[config.mk]
export PLATFORM = sky130hd
export DESIGN_NAME = demux3_stream
export DESIGN_NICKNAME = d
export VERILOG_FILES = /design/src/rtl/demux_pkg.sv /design/src/rtl/demux_slot.sv /design/src/rtl/demux3_stream.sv
export SDC_FILE = /design/constraint.sdc
export NUM_CORES = 1
export LEC_CHECK = 0
export ABC_AREA = 1
export BUFFER_PORTS_ARGS = -buffer_cell sky130_fd_sc_hd__buf_2
export CORE_UTILIZATION = 43
export DETAILED_ROUTE_END_ITERATION = 8
export HOLD_SLACK_MARGIN = 0.08
export PLACE_DENSITY_LB_ADDON = 0.2
export SLEW_MARGIN = 40
export SYNTH_ARGS = -nofsm -noshare
export SYNTH_HDL_FRONTEND = slang
export SYNTH_HIERARCHICAL = 1
export SYNTH_SLANG_ARGS = --single-unit
[constraint.sdc]
create_clock -name clk -period 3.8 [get_ports clk]
set_clock_uncertainty 0.1 [all_clocks]
set_input_delay 0 -clock clk [delete_from_list [all_inputs] [get_ports clk]]
set_output_delay 0 -clock clk [all_outputs]
set_load 0.005 [all_outputs]
[src/rtl/demux_pkg.sv]
// Shared select encoding and channel count for the 1-to-3 stream demultiplexer.
package demux_pkg;

  typedef enum logic [1:0] {
    SEL_Y1   = 2'b00,
    SEL_Y2   = 2'b01,
    SEL_Y3   = 2'b10,
    SEL_DROP = 2'b11
  } sel_t;

  localparam int NUM_CH = 3;

endpackage

[src/rtl/demux_slot.sv]
// One-entry output register with valid/ready; accepts a new word in the same
// cycle the held word drains, so a channel sustains one word per clock.
module demux_slot #(
  parameter int WIDTH = 8
) (
  input  logic             clk,
  input  logic             reset,
  input  logic             load,
  input  logic [WIDTH-1:0] in_data,
  input  logic             out_ready,
  output logic [WIDTH-1:0] out_data,
  output logic             out_valid,
  output logic             can_load
);

  assign can_load = !out_valid || out_ready;

  always_ff @(posedge clk) begin
    if (reset) begin
      out_data  <= '0;
      out_valid <= 1'b0;
    end else if (load) begin
      out_data  <= in_data;
      out_valid <= 1'b1;
    end else if (out_valid && out_ready) begin
      out_valid <= 1'b0;
    end
  end

endmodule

[src/rtl/demux3_stream.sv]
// 1-to-3 stream demultiplexer: steers each accepted word to one of three
// registered channels by s, or discards it (s=11) and counts the drop.
module demux3_stream
  import demux_pkg::*;
#(
  parameter int WIDTH = 8,
  parameter int CNT_W = 8
) (
  input  logic             clk,
  input  logic             reset,
  input  logic [WIDTH-1:0] in_data,
  input  logic [1:0]       s,
  input  logic             in_valid,
  output logic             in_ready,
  output logic [WIDTH-1:0] y1,
  output logic [WIDTH-1:0] y2,
  output logic [WIDTH-1:0] y3,
  output logic             y1_valid,
  output logic             y2_valid,
  output logic             y3_valid,
  input  logic             y1_ready,
  input  logic             y2_ready,
  input  logic             y3_ready,
  output logic [CNT_W-1:0] drop_cnt
);

  logic [NUM_CH-1:0][WIDTH-1:0] ch_data;
  logic [NUM_CH-1:0]            ch_valid, ch_ready, ch_load, ch_can_load;
  sel_t                         sel;
  logic                         xfer;

  assign sel      = sel_t'(s);
  assign ch_ready = {y3_ready, y2_ready, y1_ready};

  // Only the selected channel gates acceptance; drops are always accepted.
  always_comb begin
    in_ready = 1'b1;
    case (sel)
      SEL_Y1:   in_ready = ch_can_load[0];
      SEL_Y2:   in_ready = ch_can_load[1];
      SEL_Y3:   in_ready = ch_can_load[2];
      default:  in_ready = 1'b1;
    endcase
  end

  assign xfer = in_valid && in_ready;

  for (genvar i = 0; i < NUM_CH; i++) begin : g_slot
    assign ch_load[i] = xfer && (s == 2'(i));

    demux_slot #(.WIDTH(WIDTH)) u_slot (
      .clk       (clk),
      .reset     (reset),
      .load      (ch_load[i]),
      .in_data   (in_data),
      .out_ready (ch_ready[i]),
      .out_data  (ch_data[i]),
      .out_valid (ch_valid[i]),
      .can_load  (ch_can_load[i])
    );
  end

  assign y1       = ch_data[0];
  assign y2       = ch_data[1];
  assign y3       = ch_data[2];
  assign y1_valid = ch_valid[0];
  assign y2_valid = ch_valid[1];
  assign y3_valid = ch_valid[2];

  // Saturating drop counter: holds at all-ones instead of wrapping.
  always_ff @(posedge clk) begin
    if (reset) begin
      drop_cnt <= '0;
    end else if (xfer && sel == SEL_DROP && drop_cnt != '1) begin
      drop_cnt <= drop_cnt + 1'b1;
    end
  end

endmodule

==> reports/qor.yml <==
run_status:
  run_status: "complete, no violations"
place:
  place_area_um2: 1710
  port_buffers: 51
  hpwl_um: 2430
  placed_cells: 287
  place_congestion: 0.867
floorplanning:
  die_x_um: 59.1
  dieArea_um2: 3490
  ios: 52
  placeableCoreArea_um2: 3080
  die_y_um: 59.1
  start_util: 0.456
  num_rows: 20
detailed_routing:
  viasPerCell: 4.67
  drt_first_pass_iters: 4
  drc: 0
  wl_per_cell_um: 11.9
  vias: 1443
  wl_um: 3670
  antenna_left: 0
  drt-initial-drc-count: 49
logic_synthesis:
  ys.flop_type: "dfxtp_1"
  synthTopCellsByArea: "dfxtp_1, nor2_1, o21ai_0, nand2_1, inv_1"
  synthTopCellsByCount: "nor2_1, dfxtp_1, o21ai_0"
  synth-seq-cells: 35
  syn_avg_cell_area_um2: 7.31
  syn_inst: 192
  yosysWarnings: 6
  yosys.area.top_type_share: 0.500
  syn-num-nets: 209
  synth_edf_count: 0
  synth-seq-area-share: 0.500
  syn-cell-area_um2: 1400
  yosysMostFrequentCell: "nor2_1"
  ys_types: 19
  synth_top_area_cell: "dfxtp_1"
  async_flop_share: 0
setup_path:
  timing.critical_path.buf_inv: 4
  path_cells: "dlygate4sd3_1, buf_2, inv_1, nand3_1, nand4_1, nand2_1, nor3_2, inv_2, nor2_1, nor2_1"
  crit_fanout: 9
  reg2reg_setup_slack_ns: 2.01
  r2r-end: "g_slot[1].u_slot/out_data[3]"
  crit_type: "in -> reg"
  cpPeakStageDelay_ns: 0.54
  slowest_stage: "dlygate4sd3_1"
  critPathMostFrequentCell: "nor2_1"
  end_kind: "flip-flop"
  path_delay_family: "buffers and inverters"
  startpoint_type: "primary input"
  r2r-start: "g_slot[1].u_slot/out_valid"
  r2r_cells: 8
  crit_required_ns: 3.94
  arrival_ns: 1.97
timing:
  finalMaxSlewViolations: 0
  setup_viol_count_final: 0
  finalSetupTns_ns: 0
  tightestPinTransition_ns: 0.536
  final_hold_viol_count: 0
  relSlewSlack: 0.641
  rsz0062_at_grt: "false"
  fmax_mhz: 547
  holdWs_ns: 0.353
  timing.final.crit_share: 0.481
  period_needed_ns: 1.83
hold_path:
  holdPathEnd: "g_slot[0].u_slot/out_data[4]"
  hold_path_depth: 4
  holdCritStartpoint: "in_data[4]"
  min_path_type: "in -> reg"
grt:
  grt_pass1_wl_um: 5800
  grt_pass1_vias: 1299
  grt_use_total: 0.229
  antenna_found_initial: 0
  grt_max_degree: 11
  gr-total-overflow: 0
cts:
  clock_sinks: 35
  tritoncts: "built"
  htree_levels: 2
  clk_latency_ns: 0.34
  clkSlewWorstSetupHoldPaths_ns: 0.10
  cts_setup_buffers: 0
  cts_buffers: 5
  clock-root-buffer: "clkbuf_4"
  clockBufferDepth: 2
finish:
  area_delta_synth_final_pct: 37.9
  drive_gt1_frac: 0.279
  instances_no_fill: 309
  post-route-util: 0.628
  nets: 282
  diodes: 0
  nFillCells: 303
  stdcell_area_um2: 1930
power:
  power.ir.vdd_worst_mv: 0.248
  leakage_nw: 0.969
  p_per_area_nw_per_um2: 354
run:
  maxCapViolations: 0
## flip-flops by register name (all words and copies together) (netlist names)
name,count
drop_cnt,8
g_slot.u_slot/out_data,24
g_slot.u_slot/out_valid,3
## worst max-delay path by stage
stage	start	end	slack [ns]	cells after the start
CTS	g_slot[1].u_slot/out_valid	g_slot[2].u_slot/out_data[7]	1.72	8
detailed placement	g_slot[1].u_slot/out_valid	g_slot[2].u_slot/out_data[7]	1.72	8
global placement	g_slot[1].u_slot/out_valid	g_slot[1].u_slot/out_data[0]	1.80	8
finish	s[1]	g_slot[1].u_slot/out_data[3]	1.97	10
global route	s[1]	g_slot[1].u_slot/out_data[0]	1.74	10
floorplan	g_slot[1].u_slot/out_valid	g_slot[2].u_slot/out_data[3]	2.15	8
## logic make-up after synthesis
family | Yosys count | share of synthesized area
and+or+nand+nor | 99 | 0.294
AOI/OAI and AO/OA | 36 | 0.136
DFF | 35 | 0.500
buffers and inverters | 20 | 0.0544
xor gates and xnor gates | 1 | 0.00625
adders and majority gates | 1 | 0.00892
## cell usage in the layout, fill, tap and decap left out
| cell type | count |
|---|---|
| nand4_1 | 2 |
| inv_2 | 4 |
| clkbuf_4 | 5 |
| nor2_4 | 1 |
| clkbuf_8 | 1 |
| inv_1 | 15 |
| nor3_2 | 3 |
| nand2_4 | 1 |
| nand2_2 | 2 |
| nor2_1 | 60 |
| a21oi_2 | 3 |
| dlygate4sd3_1 | 15 |
| o21ai_1 | 1 |
| or2_2 | 1 |
| a21oi_1 | 4 |
| nand2_1 | 21 |
| buf_2 | 51 |
| dfxtp_1 | 35 |
| clkinv_2 | 2 |
| o21ai_0 | 28 |
| ha_1 | 1 |
| xor2_1 | 1 |
| nand3_1 | 7 |
| nor3_1 | 1 |
## worst reg2reg max path, cell delays in order, from the launching register on
cell	delay (ns)
dfxtp_1	0.32
nand2_1	0.11
nand3_1	0.09
nand4_1	0.10
nand2_1	0.12
nor3_2	0.43
inv_2	0.20
nor2_1	0.15
nor2_1	0.06
## cell type report
cell class / count / area (um^2) / area share
Tap cell: 44 / 55.1 / 0.0285
Sequential cell: 35 / 701 / 0.362
Inverter: 20 / 76.3 / 0.0395
Timing Repair Buffer: 66 / 405 / 0.210
Clock inverter: 1 / 5.00 / 0.00259
Clock buffer: 6 / 51.3 / 0.0265
Multi-Input combinational cell: 137 / 641 / 0.331
## repair_timing
action | CTS | global route
gates resized for setup | 0 | 0
endpoints found under the hold margin | 33 | 0
endpoints found under the setup margin | 0 | 0
hold buffers | 15 | 0
## per-layer routing
metal | global-route usage | wire [um] | up-vias | part of all wire
li1 | - | - | 757 | -
met1 | 0.291 | 1740 | 631 | 0.47
met2 | 0.370 | 1660 | 49 | 0.45
met3 | 0.0742 | 223 | 6 | 0.061
met4 | 0.0714 | 45 | 0 | 0.012
met5 | 0 | 0 | - | 0
## where the power goes
part           total (W)  internal [W]  leakage, nW  switching, W
clock           0.000212     0.0000857       0.0341      0.000126
sequential      0.000391      0.000382        0.285    0.00000851
combinational  0.0000826     0.0000382        0.650     0.0000445
## per-stage QoR
stage / total power (W) / worst slack, ns
6_report: 0.000685 / 1.97
5_1_grt: 0.000716 / 1.74
4_1_cts: 0.000685 / 1.72
3_5_place_dp: 0.000467 / 1.72
3_3_place_gp: 0.000467 / 1.80
2_1_floorplan: 0.000430 / 2.15
(Power assumes the default switching activity.)
